## config.mk

```make
export PLATFORM = sky130hd
export DESIGN_NAME = serial_byte_loader_flat
export DESIGN_NICKNAME = d
export VERILOG_FILES = /design/src/rtl/serial_byte_loader_pkg.sv /design/src/rtl/serial_byte_loader_if.sv /design/src/rtl/serial_byte_loader.sv /design/src/flat_wrapper.sv
export SDC_FILE = /design/constraint.sdc
export NUM_CORES = 1
export LEC_CHECK = 0
export CORE_UTILIZATION = 40
export DETAILED_ROUTE_END_ITERATION = 8
export DONT_BUFFER_PORTS = 1
export SYNTH_ARGS = -nofsm -noshare
export SYNTH_HDL_FRONTEND = slang
export SYNTH_SLANG_ARGS = --single-unit
```

## constraint.sdc

```tcl
create_clock -name clk -period 2.8 [get_ports clk]
set_input_delay 0.42 -clock clk [delete_from_list [all_inputs] [get_ports clk]]
set_output_delay 0.42 -clock clk [all_outputs]
set_load 0.01 [all_outputs]
```

## src/rtl/serial_byte_loader_pkg.sv

```systemverilog
// Shared types and helpers for the serial byte loader.
//   state_e    : frame FSM states (IDLE waits for start, SHIFT collects bits)
//   cnt_width(): bit-counter width for a given frame width
package serial_loader_pkg;

  typedef enum logic {
    IDLE  = 1'b0,
    SHIFT = 1'b1
  } state_e;

  // Counter must hold 0..w-1; never narrower than one bit.
  function automatic int unsigned cnt_width(input int unsigned w);
    return (w < 2) ? 1 : $clog2(w);
  endfunction

endpackage

```

## src/rtl/serial_byte_loader_if.sv

```systemverilog
// Bus between an upstream serial source and the serial byte loader.
//   start, bit_valid, bit_in : serial frame stream (source -> loader)
//   we, write_data           : register write port (loader -> parent)
//   busy, frame_err          : frame status (loader -> source)
interface serial_byte_loader_if #(
  parameter int unsigned WIDTH = 8
);

  logic             start;
  logic             bit_valid;
  logic             bit_in;
  logic             we;
  logic [WIDTH-1:0] write_data;
  logic             busy;
  logic             frame_err;

  // Upstream side: drives the stream, observes results.
  modport master (
    output start,
    output bit_valid,
    output bit_in,
    input  we,
    input  write_data,
    input  busy,
    input  frame_err
  );

  // Loader side.
  modport slave (
    input  start,
    input  bit_valid,
    input  bit_in,
    output we,
    output write_data,
    output busy,
    output frame_err
  );

endinterface

```

## src/rtl/serial_byte_loader.sv

```systemverilog
// Serial-to-parallel front end for a WIDTH-bit write-enabled register.
// Collects a start-framed bit stream, then issues a one-cycle we with the
// assembled word. An abort (start during a frame) sets sticky frame_err.
//   clk   : rising-edge clock
//   rst_n : synchronous active-low reset
//   bus   : slave side of serial_byte_loader_if (stream in, write port out)
module serial_byte_loader
  import serial_loader_pkg::*;
#(
  parameter int unsigned WIDTH     = 8,
  parameter bit          MSB_FIRST = 1'b1
) (
  input logic                  clk,
  input logic                  rst_n,
  serial_byte_loader_if.slave  bus
);

  localparam int unsigned      CNT_W    = cnt_width(WIDTH);
  localparam logic [CNT_W-1:0] LAST_CNT = CNT_W'(WIDTH - 1);

  state_e             state_q, state_d;
  logic [CNT_W-1:0]   cnt_q, cnt_d;
  logic [WIDTH-1:0]   shreg_q, shreg_d;
  logic [WIDTH-1:0]   shifted_c;
  logic               commit_c;
  logic               abort_c;

  logic               we_q, we_d;
  logic [WIDTH-1:0]   write_data_q, write_data_d;
  logic               busy_q, busy_d;
  logic               frame_err_q, frame_err_d;

  // State and output registers.
  always_ff @(posedge clk) begin
    if (!rst_n) begin
      state_q      <= IDLE;
      cnt_q        <= '0;
      shreg_q      <= '0;
      we_q         <= 1'b0;
      write_data_q <= '0;
      busy_q       <= 1'b0;
      frame_err_q  <= 1'b0;
    end else begin
      state_q      <= state_d;
      cnt_q        <= cnt_d;
      shreg_q      <= shreg_d;
      we_q         <= we_d;
      write_data_q <= write_data_d;
      busy_q       <= busy_d;
      frame_err_q  <= frame_err_d;
    end
  end

  // Next-state: framing, bit counting and shifting.
  always_comb begin
    state_d  = state_q;
    cnt_d    = cnt_q;
    shreg_d  = shreg_q;
    commit_c = 1'b0;
    abort_c  = 1'b0;

    if (MSB_FIRST) begin
      shifted_c = {shreg_q[WIDTH-2:0], bus.bit_in};
    end else begin
      shifted_c = {bus.bit_in, shreg_q[WIDTH-1:1]};
    end

    unique case (state_q)
      IDLE: begin
        // bit_valid is ignored here, even alongside start.
        if (bus.start) begin
          state_d = SHIFT;
          cnt_d   = '0;
          shreg_d = '0;
        end
      end
      SHIFT: begin
        if (bus.start) begin
          // Abort: drop the partial word and restart the frame in place.
          abort_c = 1'b1;
          cnt_d   = '0;
          shreg_d = '0;
        end else if (bus.bit_valid) begin
          shreg_d = shifted_c;
          if (cnt_q == LAST_CNT) begin
            commit_c = 1'b1;
            state_d  = IDLE;
            cnt_d    = '0;
          end else begin
            cnt_d = cnt_q + CNT_W'(1);
          end
        end
      end
      default: begin
        state_d = IDLE;
      end
    endcase
  end

  // Output next values; the commit word includes the bit sampled this cycle.
  always_comb begin
    we_d         = commit_c;
    write_data_d = commit_c ? shreg_d : write_data_q;
    busy_d       = (state_d == SHIFT);
    frame_err_d  = frame_err_q;
    if (abort_c) begin
      frame_err_d = 1'b1;
    end else if (commit_c) begin
      frame_err_d = 1'b0;
    end
  end

  assign bus.we         = we_q;
  assign bus.write_data = write_data_q;
  assign bus.busy       = busy_q;
  assign bus.frame_err  = frame_err_q;

endmodule

```

## src/flat_wrapper.sv

```systemverilog
// flat-port wrapper written by rule: the top's interface ports become plain ports
module serial_byte_loader_flat import serial_loader_pkg::*;
#(
  parameter int unsigned WIDTH     = 8,
  parameter bit          MSB_FIRST = 1'b1
)
  (clk, rst_n, bus_start, bus_bit_valid, bus_bit_in, bus_we, bus_write_data, bus_busy, bus_frame_err);
  serial_byte_loader_if #(.WIDTH(WIDTH)) bus_i ();
  input logic clk;
  input logic rst_n;
  input wire logic [$bits(bus_i.start)-1:0] bus_start;
  input wire logic [$bits(bus_i.bit_valid)-1:0] bus_bit_valid;
  input wire logic [$bits(bus_i.bit_in)-1:0] bus_bit_in;
  output wire logic [$bits(bus_i.we)-1:0] bus_we;
  output wire logic [$bits(bus_i.write_data)-1:0] bus_write_data;
  output wire logic [$bits(bus_i.busy)-1:0] bus_busy;
  output wire logic [$bits(bus_i.frame_err)-1:0] bus_frame_err;
  assign bus_i.start = bus_start;
  assign bus_i.bit_valid = bus_bit_valid;
  assign bus_i.bit_in = bus_bit_in;
  assign bus_we = bus_i.we;
  assign bus_write_data = bus_i.write_data;
  assign bus_busy = bus_i.busy;
  assign bus_frame_err = bus_i.frame_err;
  serial_byte_loader #(.WIDTH(WIDTH), .MSB_FIRST(MSB_FIRST)) u_core (.clk(clk), .rst_n(rst_n), .bus(bus_i));
endmodule
```

; Yosys cells after proc, flatten, opt, wreduce, memory -nomap -nowiden
; Index checks and enable logic that the tools add are counted.
[word_totals]
output_inout_bits = 11
register_bits = 22
elab_cells = 34
[classes]
reduce_logical = 2
add_sub_neg = 1
n_eq_ne = 3
mux = 21
n_bitwise = 1
[ops]
columns = operator, n
row1 = 2-to-1 mux 8 bit, 3
row2 = one-hot mux 8 bit (2 select lines), 1
row3 = 2-to-1 mux 3 bit, 4
row4 = 2-to-1 mux 1 bit, 11
row5 = one-hot mux 3 bit (2 select lines), 1
row6 = adder 3 x 1 -> 3 bit (second input constant), 1
row7 = equality test 3 bit (second input constant), 1
row8 = != test 3 bit (second input constant), 1
row9 = != test 2 bit (second input constant), 1
row10 = one-hot mux 1 bit (2 select lines), 1
row11 = AND reduction 2 bit, 1
row12 = nonzero test 2 bit, 1
row13 = NOT 1 bit, 1

; Longest topological paths before layout
[depth]
ltp_word = 7
ltp_mapped = 5
ltp_nobuf = 4

; Worst setup path after synthesis
; OpenSTA, ideal clock, no wires.
[synth_path]
path_kind = register to register
from = register u_core.cnt_q[0]
to = register u_core.write_data_q[0], in the netlist u_core.bus.write_data[0]
t_arrival_ps = 1136
n_path_buf = 1
setup_ps = 119
stages_incl_launch_ff = 6
slack_ps = 1546
required_ps = 2681
period_less_slack_ps = 1254
cell_sequence = dfxtp_1 ha_1 ha_1 and4b_1 buf_6 mux2i_1
[synth_between]
elab_chain_len = 5
[synth_lines]
columns = item, line
row1 = from (decl), serial_byte_loader.sv:22  ; logic [CNT_W-1:0] cnt_q, cnt_d;
row2 = from (signal assigned), serial_byte_loader.sv:45  ; cnt_q <= cnt_d;
row3 = equality test 3 bit, serial_byte_loader.sv:85  ; if (cnt_q == LAST_CNT) begin
row4 = 2-to-1 mux 1 bit, serial_byte_loader.sv:85
row5 = 2-to-1 mux 1 bit, serial_byte_loader.sv:83  ; end else if (bus.bit_valid) begin
row6 = 2-to-1 mux 1 bit, serial_byte_loader.sv:78  ; if (bus.start) begin
row7 = 2-to-1 mux 1 bit, serial_byte_loader.sv:68  ; unique case (state_q)
row8 = to (signal assigned), serial_byte_loader.sv:48  ; write_data_q <= write_data_d;
row9 = to (decl), serial_byte_loader.sv:29  ; logic [WIDTH-1:0] write_data_q, write_data_d;
; No other way between the ends.
; A chain may end at the register's enable or synchronous reset.

; Worst setup path after layout
[layout_path]
from = register u_core.cnt_q[0]
to = register u_core.write_data_q[2], in the netlist u_core.bus.write_data[2]
; Same word-level chain as after synthesis.

==> metrics.txt <==
Core Rows 17; Worst Setup End Kind register; Period Utilization, post-route 55.3%; Leakage 0.320 nW; die width 50.3 um; Total GRT Usage 13.3%; synth top area cells dfxtp_1, a21bo_2, mux2i_1, nand2_1, a21oi_1; synthesized area 932 sq um; Min Clock Period, post-route 1.55 ns; first-pass GRT wire length 2.51 mm; Avg Cell Area, Syn 9.71 sq um; crit path max fanout 8; total gr overflow 0; number of global-route vias before repair 562; CTS tree built; multi-input logic area 447 sq um; Mapped Nets 104; Cells after DPL 115; Die Height 50.3 um; cts repair resizes 0; WL/cell 12.6 um; Via Count 619; Max Clk Rate 646 MHz; Final Hold Vio Count 0; Critical Path Slowest Stage Cell and4b_1; initial antenna violation count 0; n_diodes 0; Finished Cell Area 936 sq um; Port Buffers 0; largest net degree at the start of global routing 25; Worst slew margin 68.5%; Initial Util 42.1%; FF+latch count, synth 21; largest area contributor in the netlist dfxtp_1; clock slew at reported path FFs 0.12 ns; WP data arrival 1.79 ns; Most used DFF post-synth dfxtp_1; cell area power density 500 mW/mm^2; CP most frequent cell ha_1; DR pass1 iterations 3; status finished, final reports clean; Clock Path Buffers 2; Post-synth top cells dfxtp_1, nand2_1, a21bo_2, a21oi_1, nand3_1; crit-path cells ha_1 > ha_1 > and4b_1 > mux2i_1; Clock Latency Late Sink 0.30 ns; detailed-route wire length 1.49 mm; CTS buffer count 3; top-count cell post-synth dfxtp_1; Hold Slack 0.226 ns; post-CTS setup buffers 0; Cell Area, Placed 910 sq um; I/O pins 16; Final #Nets 100; final setup vio count 0; kind of critical path reg2reg; Post-DP HPWL 1.01 mm; Syn-to-layout area delta 0.403%; setup_tns 0 ns; Final Wtd Congestion 0.660; clock sink total 21; Post-Syn Instances 96; Post-Route Skew 0.00476 ns; non-filler cells, final 119; Max IR drop VDD 0.353 mV; Slowest Stage Delay on Critical Path 0.51 ns; vias per std cell 5.20; Seq/Total Area, Yosys 45.1%; fill cell count 225; warnings from Yosys 0; Worst EP required 3.04 ns; Core ar. 0.00221 sq mm; proportion of layout cells with a drive suffix above 1 17.6%; clk root buf clkbuf_4; sequential cell area 420 sq um; hold_buf cts 0; RSZ-0062 raised after global routing no; Die Area 0.00253 sq mm; DRT iter0 DRCs 11; max-cap violations 0; Post-synth EDFFs 0; detailed-route DRC error count 0; Synth cell types 20; Worst-Margin Slew 0.473 ns; final slew viol count 0; min-delay worst type in2reg; crit path launch type register; area fraction of the dominant cell type after synthesis 45.1%; Async SR Flop Fraction 0%; ANT nets after route 0; htree depth 1
stage by stage:
step                      worst slack, ns  utilization (%)  total power, W
after floorplan                      1.55                -        0.000336
after global placement               1.34             41.1        0.000327
after detailed placement             1.25             41.1        0.000328
after CTS                            1.23             42.3        0.000474
after global routing                 1.13             42.3        0.000491
final                                1.25             42.3        0.000468
worst max-delay path, delay by kind of cell, from the launching register on:
family | cells | cell delay (ns)
fa+ha+maj | 2 | 0.37
mux | 1 | 0.24
flops | 1 | 0.36
simple gates | 1 | 0.51
worst paths after layout:
| kind | startpoint | endpoint | slack [ns] | depth (start not counted) |
|---|---|---|---|---|
| hold reg to reg | u_core.shreg_q[6] | u_core.bus.write_data[7] | 0.47 | 2 |
| setup reg to reg | u_core.cnt_q[0] | u_core.bus.write_data[2] | 1.25 | 4 |
| setup / recovery | u_core.cnt_q[0] | u_core.bus.write_data[2] | 1.25 | 4 |
| hold / removal | rst_n | u_core.bus.busy | 0.23 | 1 |
kinds of logic (layout without fill, tap and decap cells):
logic type               after synthesis  in the layout  share of synthesized area, %
AND/OR/NAND/NOR                       31             31                          16.2
adder cells (fa/ha/maj)                3              3                          4.03
AO/OA/AOI/OAI                         23             23                          19.1
flip-flops                            21             21                          45.1
multiplexers                           8              8                          8.59
buffers and inverters                 10              5                          6.98
area by class of cell:
type / count / area share (%)
clock buffer: 4 / 2.81
timing repair buffer: 1 / 0.802
sequential: 21 / 44.9
multi-input combinational: 65 / 47.7
tap: 28 / 3.74
power by group:
group          leakage [nW]  internal, W  switching, W
registers             0.170     0.000301    0.00000191
logic                 0.135   0.00000608     0.0000111
clock network        0.0150    0.0000555     0.0000918
registers in the layout, summed over array words and instances (netlist names):
register,cells
u_core.bus.we,1
u_core.bus.frame_err,1
u_core.bus.busy,1
u_core.shreg_q,7
u_core.cnt_q,3
u_core.bus.write_data,8
cells in the final DEF, fill, tap and decap left out:
cell / Yosys / layout
dfxtp_1: 21 / 21
nand2_1: 16 / 16
a21bo_2: 10 / 10
nand3_1: 9 / 9
a21oi_1: 9 / 9
mux2i_1: 8 / 8
ha_1: 3 / 3
clkbuf_4: 0 / 3
and4b_1: 1 / 1
nand2b_1: 1 / 1
nor2_1: 1 / 1
a21oi_2: 1 / 1
a21boi_0: 1 / 1
o21a_1: 1 / 1
nand4b_1: 1 / 1
nand4bb_1: 1 / 1
and3_1: 1 / 1
a31o_2: 1 / 1
clkbuf_1: 0 / 1
buf_4: 1 / 1
metal layers:
| metal | global-route usage [%] | vias up | wire length, um |
|---|---|---|---|
| li1 | - | 321 | - |
| met1 | 17.2 | 284 | 747 |
| met2 | 19.1 | 12 | 647 |
| met3 | 5.76 | 2 | 81 |
| met4 | 5.71 | 0 | 17 |
| met5 | 0 | - | 0 |
(Power assumes the default switching activity.)
==> variant 1: new RTL, config.mk and constraints unchanged <==
Reset style: asynchronous (`rst_n`), changed in one clocked block. Comments in the files are not updated.
--- a/src/rtl/serial_byte_loader.sv
+++ b/src/rtl/serial_byte_loader.sv
@@ -32,5 +32,5 @@
 
   // State and output registers.
-  always_ff @(posedge clk) begin
+  always_ff @(posedge clk or negedge rst_n) begin
     if (!rst_n) begin
       state_q      <= IDLE;
Function: differs if rst_n is asserted again (counterexample within 4 cycles, from zero or initial values and one cycle with rst_n low); with rst_n held inactive, the same outputs for 10 cycles.
==> variant 1 against the original RTL <==
- critical path depth down 3
- wire length is 1.3% higher
- sequential power rose by 2%
- sequential cell count unchanged
- critical path type is now reg -> out
- setup slack lost 0.095 ns
- die area grew 2.6%
- cell area increased by 6.4%
- hold slack worse by 0.064 ns
- maximum frequency down 5.8%
- largest power group unchanged
- clock skew is 0.0028 ns lower
- power up 0.25%
- area after synthesis is 2.7% higher
- critical endpoint is now bus_busy
==> variant 1: results (changes against the original RTL) <==
stage;metric;value;unit;change
setup_path;crit path DAT;1.22;ns;-0.57 ns
clock_network;hold_buf cts;1;;+1
status;status;finished clean;;
hold_path;min-delay src;bus_start;;
synth;synth top area cells;dfrtp_1 (55%), a21bo_2 (10%), mux2_2 (9.4%);;
synth;Netlist cell types;16;;-20%
finish;layout cell share with drive strength beyond 1;32.43;%;+15 points
place;Detail Placement HPWL;999;um;-0.88%
clock_network;cts bufs inserted;3;;unchanged
routing;routed wire length;1514;um;+1.3%
pwr;sw power;0.0001006;W;-4.0%
routing;DR vias;566;;-8.6%
timing;Worst Clk Skew;0.001931;ns;-0.002827 ns
pwr;Max VDD drop;317.9;uV;-9.8%
setup_path;RR Startpoint;u_core.cnt_q[0]$_DFFE_PN0P_;;
place;Final Wtd Congestion;0.6803;;+3.2%
setup_path;CP max stage cell;dfrtp_1;;
hold_path;hold worst-path end;u_core.cnt_q[2]$_DFFE_PN0P_;;
setup_path;Reg2Reg Setup Slack;1.31;ns;+0.06 ns
setup_path;crit path from;u_core.state_q$_DFF_PN0_;;
setup_path;cell family with most CP delay;flip-flops;;
setup_path;Worst path max stage delay;0.63;ns;+0.12 ns
routing;Pre-antenna DRT Iters;2;;-1
synth;Async SR Flop Fraction;100.0;%;+100 points
timing;Slew @ Worst Pin;0.9190;ns;+0.4464 ns
synth;syn_nets;83;;-20%
synth;Synth Warn #;0;;unchanged
grt;gr usage total;14.46;%;+1.1 points
synth;mux contribution to synthesized area;9.412;%;+0.82 points
setup_path;reg2reg end;u_core.bus.write_data[2]$_DFFE_PN0P_;;
clock_network;post-CTS resize count;0;;unchanged
routing;number of DRC markers in iteration 0;5;;-6
clock_network;Worst-Skew Late Latency;0.30;ns;about the same
synth;Adder-Cell Fraction of Synth Area;3.922;%;-0.11 points
synth;Synth top cells by count;dfrtp_1 (21), a21bo_2 (10), a21oi_1 (10);;
finish;Layout Nets;83;;-17%
synth;compound-cell area share of the yosys netlist;17.39;%;-1.7 points
setup_path;worst-path maximum fanout;13;;+5
timing;Tmin final;1.644;ns;+0.09524 ns
pwr;Pleak;0.4623;nW;+44%
grt;first-pass GRT wire length;2691;um;+7.2%
[variant 1: cell types whose count changed after synthesis, sizes merged, moves of 4 or more]
cell,delta
dfxtp,-21
mux2i,-8
dfrtp,+21
buf,-4
nand2,-15
mux2,+8
[variant 1: area by class of cell]
type | instances | area (sq um)
clock inverters | 1 | 5.005
well taps | 28 | 35.03
flip-flops and latches | 21 | 525.5
fillers | 217 | 1237
clock buffers | 3 | 22.52
multi-input cells | 46 | 386.6
repair buffers | 2 | 17.52
inverters | 1 | 3.754
[variant 1: through the flow]
| stage | cells | total power, W | hold slack, ns | util (%) |
|---|---|---|---|---|
| floorplan | 75 | 0.0003314 | 0.1244 | - |
| global placement | 97 | 0.0003255 | 0.1248 | 42.91 |
| detailed placement | 97 | 0.0003263 | 0.1248 | 42.91 |
| CTS | 102 | 0.0004793 | 0.1471 | 44.59 |
| global route | 102 | 0.0004946 | 0.1266 | 44.59 |
| finish | 102 | 0.0004690 | 0.1623 | 44.59 |
[variant 1: power by group through the flow]
stage | registers, W | clock network [W] | logic (W)
after floorplan | 0.000315 | 0 | 0.0000169
after global placement | 0.000315 | 0 | 0.0000104
after detailed placement | 0.000315 | 0 | 0.0000109
after CTS | 0.000309 | 0.000152 | 0.0000180
after global routing | 0.000310 | 0.000164 | 0.0000201
final | 0.000309 | 0.000142 | 0.0000173
[variant 1: cell families after synthesis]
family,Yosys count
AO/OA/AOI/OAI,22
AND/OR/NAND/NOR,13
adder cells (fa/ha/maj),3
flip-flops,21
multiplexers,8
buffers and inverters,8
[variant 1: routing by layer]
layer	global-route usage, %	share of wire, %	vias up
met4	6.944	0.92	0
met3	6.548	6.1	2
met1	17.98	46	283
met5	0	0	-
li1	-	-	267
met2	21.05	47	14
==> variant 2: new RTL, config.mk and constraints unchanged <==
Without the edit above. `WIDTH` is set to 8 in 3 places; all go to 10.
--- a/src/rtl/serial_byte_loader_if.sv
+++ b/src/rtl/serial_byte_loader_if.sv
@@ -4,5 +4,5 @@
 //   busy, frame_err          : frame status (loader -> source)
 interface serial_byte_loader_if #(
-  parameter int unsigned WIDTH = 8
+  parameter int unsigned WIDTH = 10
 );
 
--- a/src/rtl/serial_byte_loader.sv
+++ b/src/rtl/serial_byte_loader.sv
@@ -8,5 +8,5 @@
   import serial_loader_pkg::*;
 #(
-  parameter int unsigned WIDTH     = 8,
+  parameter int unsigned WIDTH     = 10,
   parameter bit          MSB_FIRST = 1'b1
 ) (
--- a/src/flat_wrapper.sv
+++ b/src/flat_wrapper.sv
@@ -2,5 +2,5 @@
 module serial_byte_loader_flat import serial_loader_pkg::*;
 #(
-  parameter int unsigned WIDTH     = 8,
+  parameter int unsigned WIDTH     = 10,
   parameter bit          MSB_FIRST = 1'b1
 )
Interface: changed (resized bus_write_data); port bits go from 16 to 18. No check against the original RTL was run, so the function may have changed too.
==> variant 2 against the original RTL <==
- area after synthesis rose by 11%
- hold slack got worse by 0.0031 ns
- wire length grew 37%
- sequential cell count rose by 5
- power is 25% higher
- setup slack improved by 0.049 ns
- cell area rose by 14%
- via count increased by 34%
- largest cell class is now registers
- largest power group unchanged
==> variant 2: results (changes against the original RTL) <==
stage;metric;value;unit;change
setup_path;worst-path maximum fanout;14;;+6
finish;# fillers;244;;+8.4%
synth;synth top area cells;dfxtp_1 (50%), nand2_1 (8.3%), a21oi_1 (5.8%);;
hold_path;Hold Crit Depth;2;;+1
synth;Synth top cells by count;dfxtp_1 (26), nand2_1 (23), a21oi_1 (12), nand3_1 (12), o21ai_0 (10);;
synth;Netlist cell types;24;;+20%
hold_path;hold worst-path end;u_core.shreg_q[0]$_SDFF_PN0_;;
clock_network;Worst-Skew Late Latency;0.32;ns;+0.02 ns
hold_path;min-delay src;bus_bit_in;;
grt;largest net degree at the start of global routing;15;;-40%
setup_path;Worst path max stage delay;0.44;ns;-0.07 ns
timing;Worst Clk Skew;0.003215;ns;-0.001543 ns
status;status;finished clean;;
synth;sequential area share after synthesis;50.30;%;+5.2 points
setup_path;Reg2Reg Setup Slack;1.30;ns;+0.05 ns
timing;Hold Worst Slack;0.2234;ns;-0.003081 ns
pwr;switch share;21.56;%;-0.83 points
grt;vias in the first global route;707;;+26%
routing;number of DRC markers in iteration 0;15;;+4
pwr;Pleak;0.3384;nW;+5.7%
grt;gr usage total;16.18;%;+2.8 points
finish;layout cell share with drive strength beyond 1;5.128;%;-12 points
pwr;Max VDD drop;211.1;uV;-40%
place;Final Wtd Congestion;0.8640;;+31%
routing;routed wire length;2043;um;+37%
setup_path;R2R depth;5;;+1
setup_path;crit path DAT;1.76;ns;-0.03 ns
finish;max reg flops;10;;+2
timing;max_slew headroom;66.07;%;-2.4 points
routing;Pre-antenna DRT Iters;4;;+1
finish;Layout Nets;125;;+25%
setup_path;CP max stage cell;dfxtp_1;;
routing;number of vias per cell;5.633;;+8.3%
place;Detail Placement HPWL;1409;um;+40%
setup_path;RR Startpoint;u_core.cnt_q[1]$_SDFFE_PN0P_;;
grt;first-pass GRT wire length;3291;um;+31%
## variant 2: cell types whose count changed after synthesis, moves of 3 or more
cell      delta
o21ai_0     +10
or3_1        +3
a21boi_1     +4
dfxtp_1      +5
clkbuf_1     +4
a21bo_2     -10
a21boi_0     +5
nand2_1      +7
mux2i_1      -8
buf_2        -4
a21oi_1      +3
nand3_1      +3
## variant 2: cell type report
| class | count | area (sq um) | area share [%] |
|---|---|---|---|
| sequential | 26 | 520.5 | 48.60 |
| clock buffer | 4 | 36.28 | 3.388 |
| tap | 30 | 37.54 | 3.505 |
| inverter | 1 | 3.754 | 0.3505 |
| multi-input combinational | 86 | 473.0 | 44.16 |
## variant 2: worst register-to-register path, cell delays in order, from the launching register on
cell,delay [ns]
dfxtp_1,0.44
inv_1,0.07
ha_1,0.19
and3b_4,0.24
or3_1,0.38
a21oi_2,0.13
## variant 2: through the flow
step	cells	util [%]
global placement	143	42.15
global route	147	43.63
finish	147	43.63
CTS	147	43.63
detailed placement	143	42.15
floorplan	121	-
## variant 2: worst max path at each step
| stage | endpoint | cells past startpoint | slack (ns) |
|---|---|---|---|
| 4_1_cts | u_core.cnt_q[1]$_SDFFE_PN0P_ | 5 | 1.31 |
| 3_3_place_gp | u_core.cnt_q[1]$_SDFFE_PN0P_ | 5 | 1.39 |
| 3_5_place_dp | u_core.cnt_q[0]$_SDFFE_PN0P_ | 5 | 1.34 |
| 2_1_floorplan | u_core.cnt_q[1]$_SDFFE_PN0P_ | 5 | 1.48 |
| 5_1_grt | u_core.cnt_q[2]$_SDFFE_PN0P_ | 5 | 1.21 |
| 6_report | u_core.cnt_q[1]$_SDFFE_PN0P_ | 5 | 1.30 |
## variant 2: cell families after synthesis
logic type                 Yosys count  synth area share, %
and+or+nand+nor                     48                22.37
AOI/OAI and AO/OA                   36                20.92
DFF                                 26                50.30
buffers and inverters                9                3.989
adders and majority gates            2                2.418
## variant 2: layer usage
metal / GRT usage [%] / wire (um) / share of wire (%) / vias up
li1: - / - / - / 411
met4: 5.263 / 15 / 0.73 / 0
met3: 3.736 / 70 / 3.4 / 2
met1: 22.59 / 1050 / 51 / 402
met2: 24.26 / 906 / 44 / 13
met5: 0 / 0 / 0 / -
## variant 2: power by group through the flow
stage | combinational [W] | sequential, W | clock, W
6_report | 0.0000187 | 0.000377 | 0.000188
5_1_grt | 0.0000209 | 0.000378 | 0.000209
4_1_cts | 0.0000188 | 0.000377 | 0.000192
3_5_place_dp | 0.0000188 | 0.000385 | 0
3_3_place_gp | 0.0000181 | 0.000385 | 0
2_1_floorplan | 0.0000180 | 0.000384 | 0
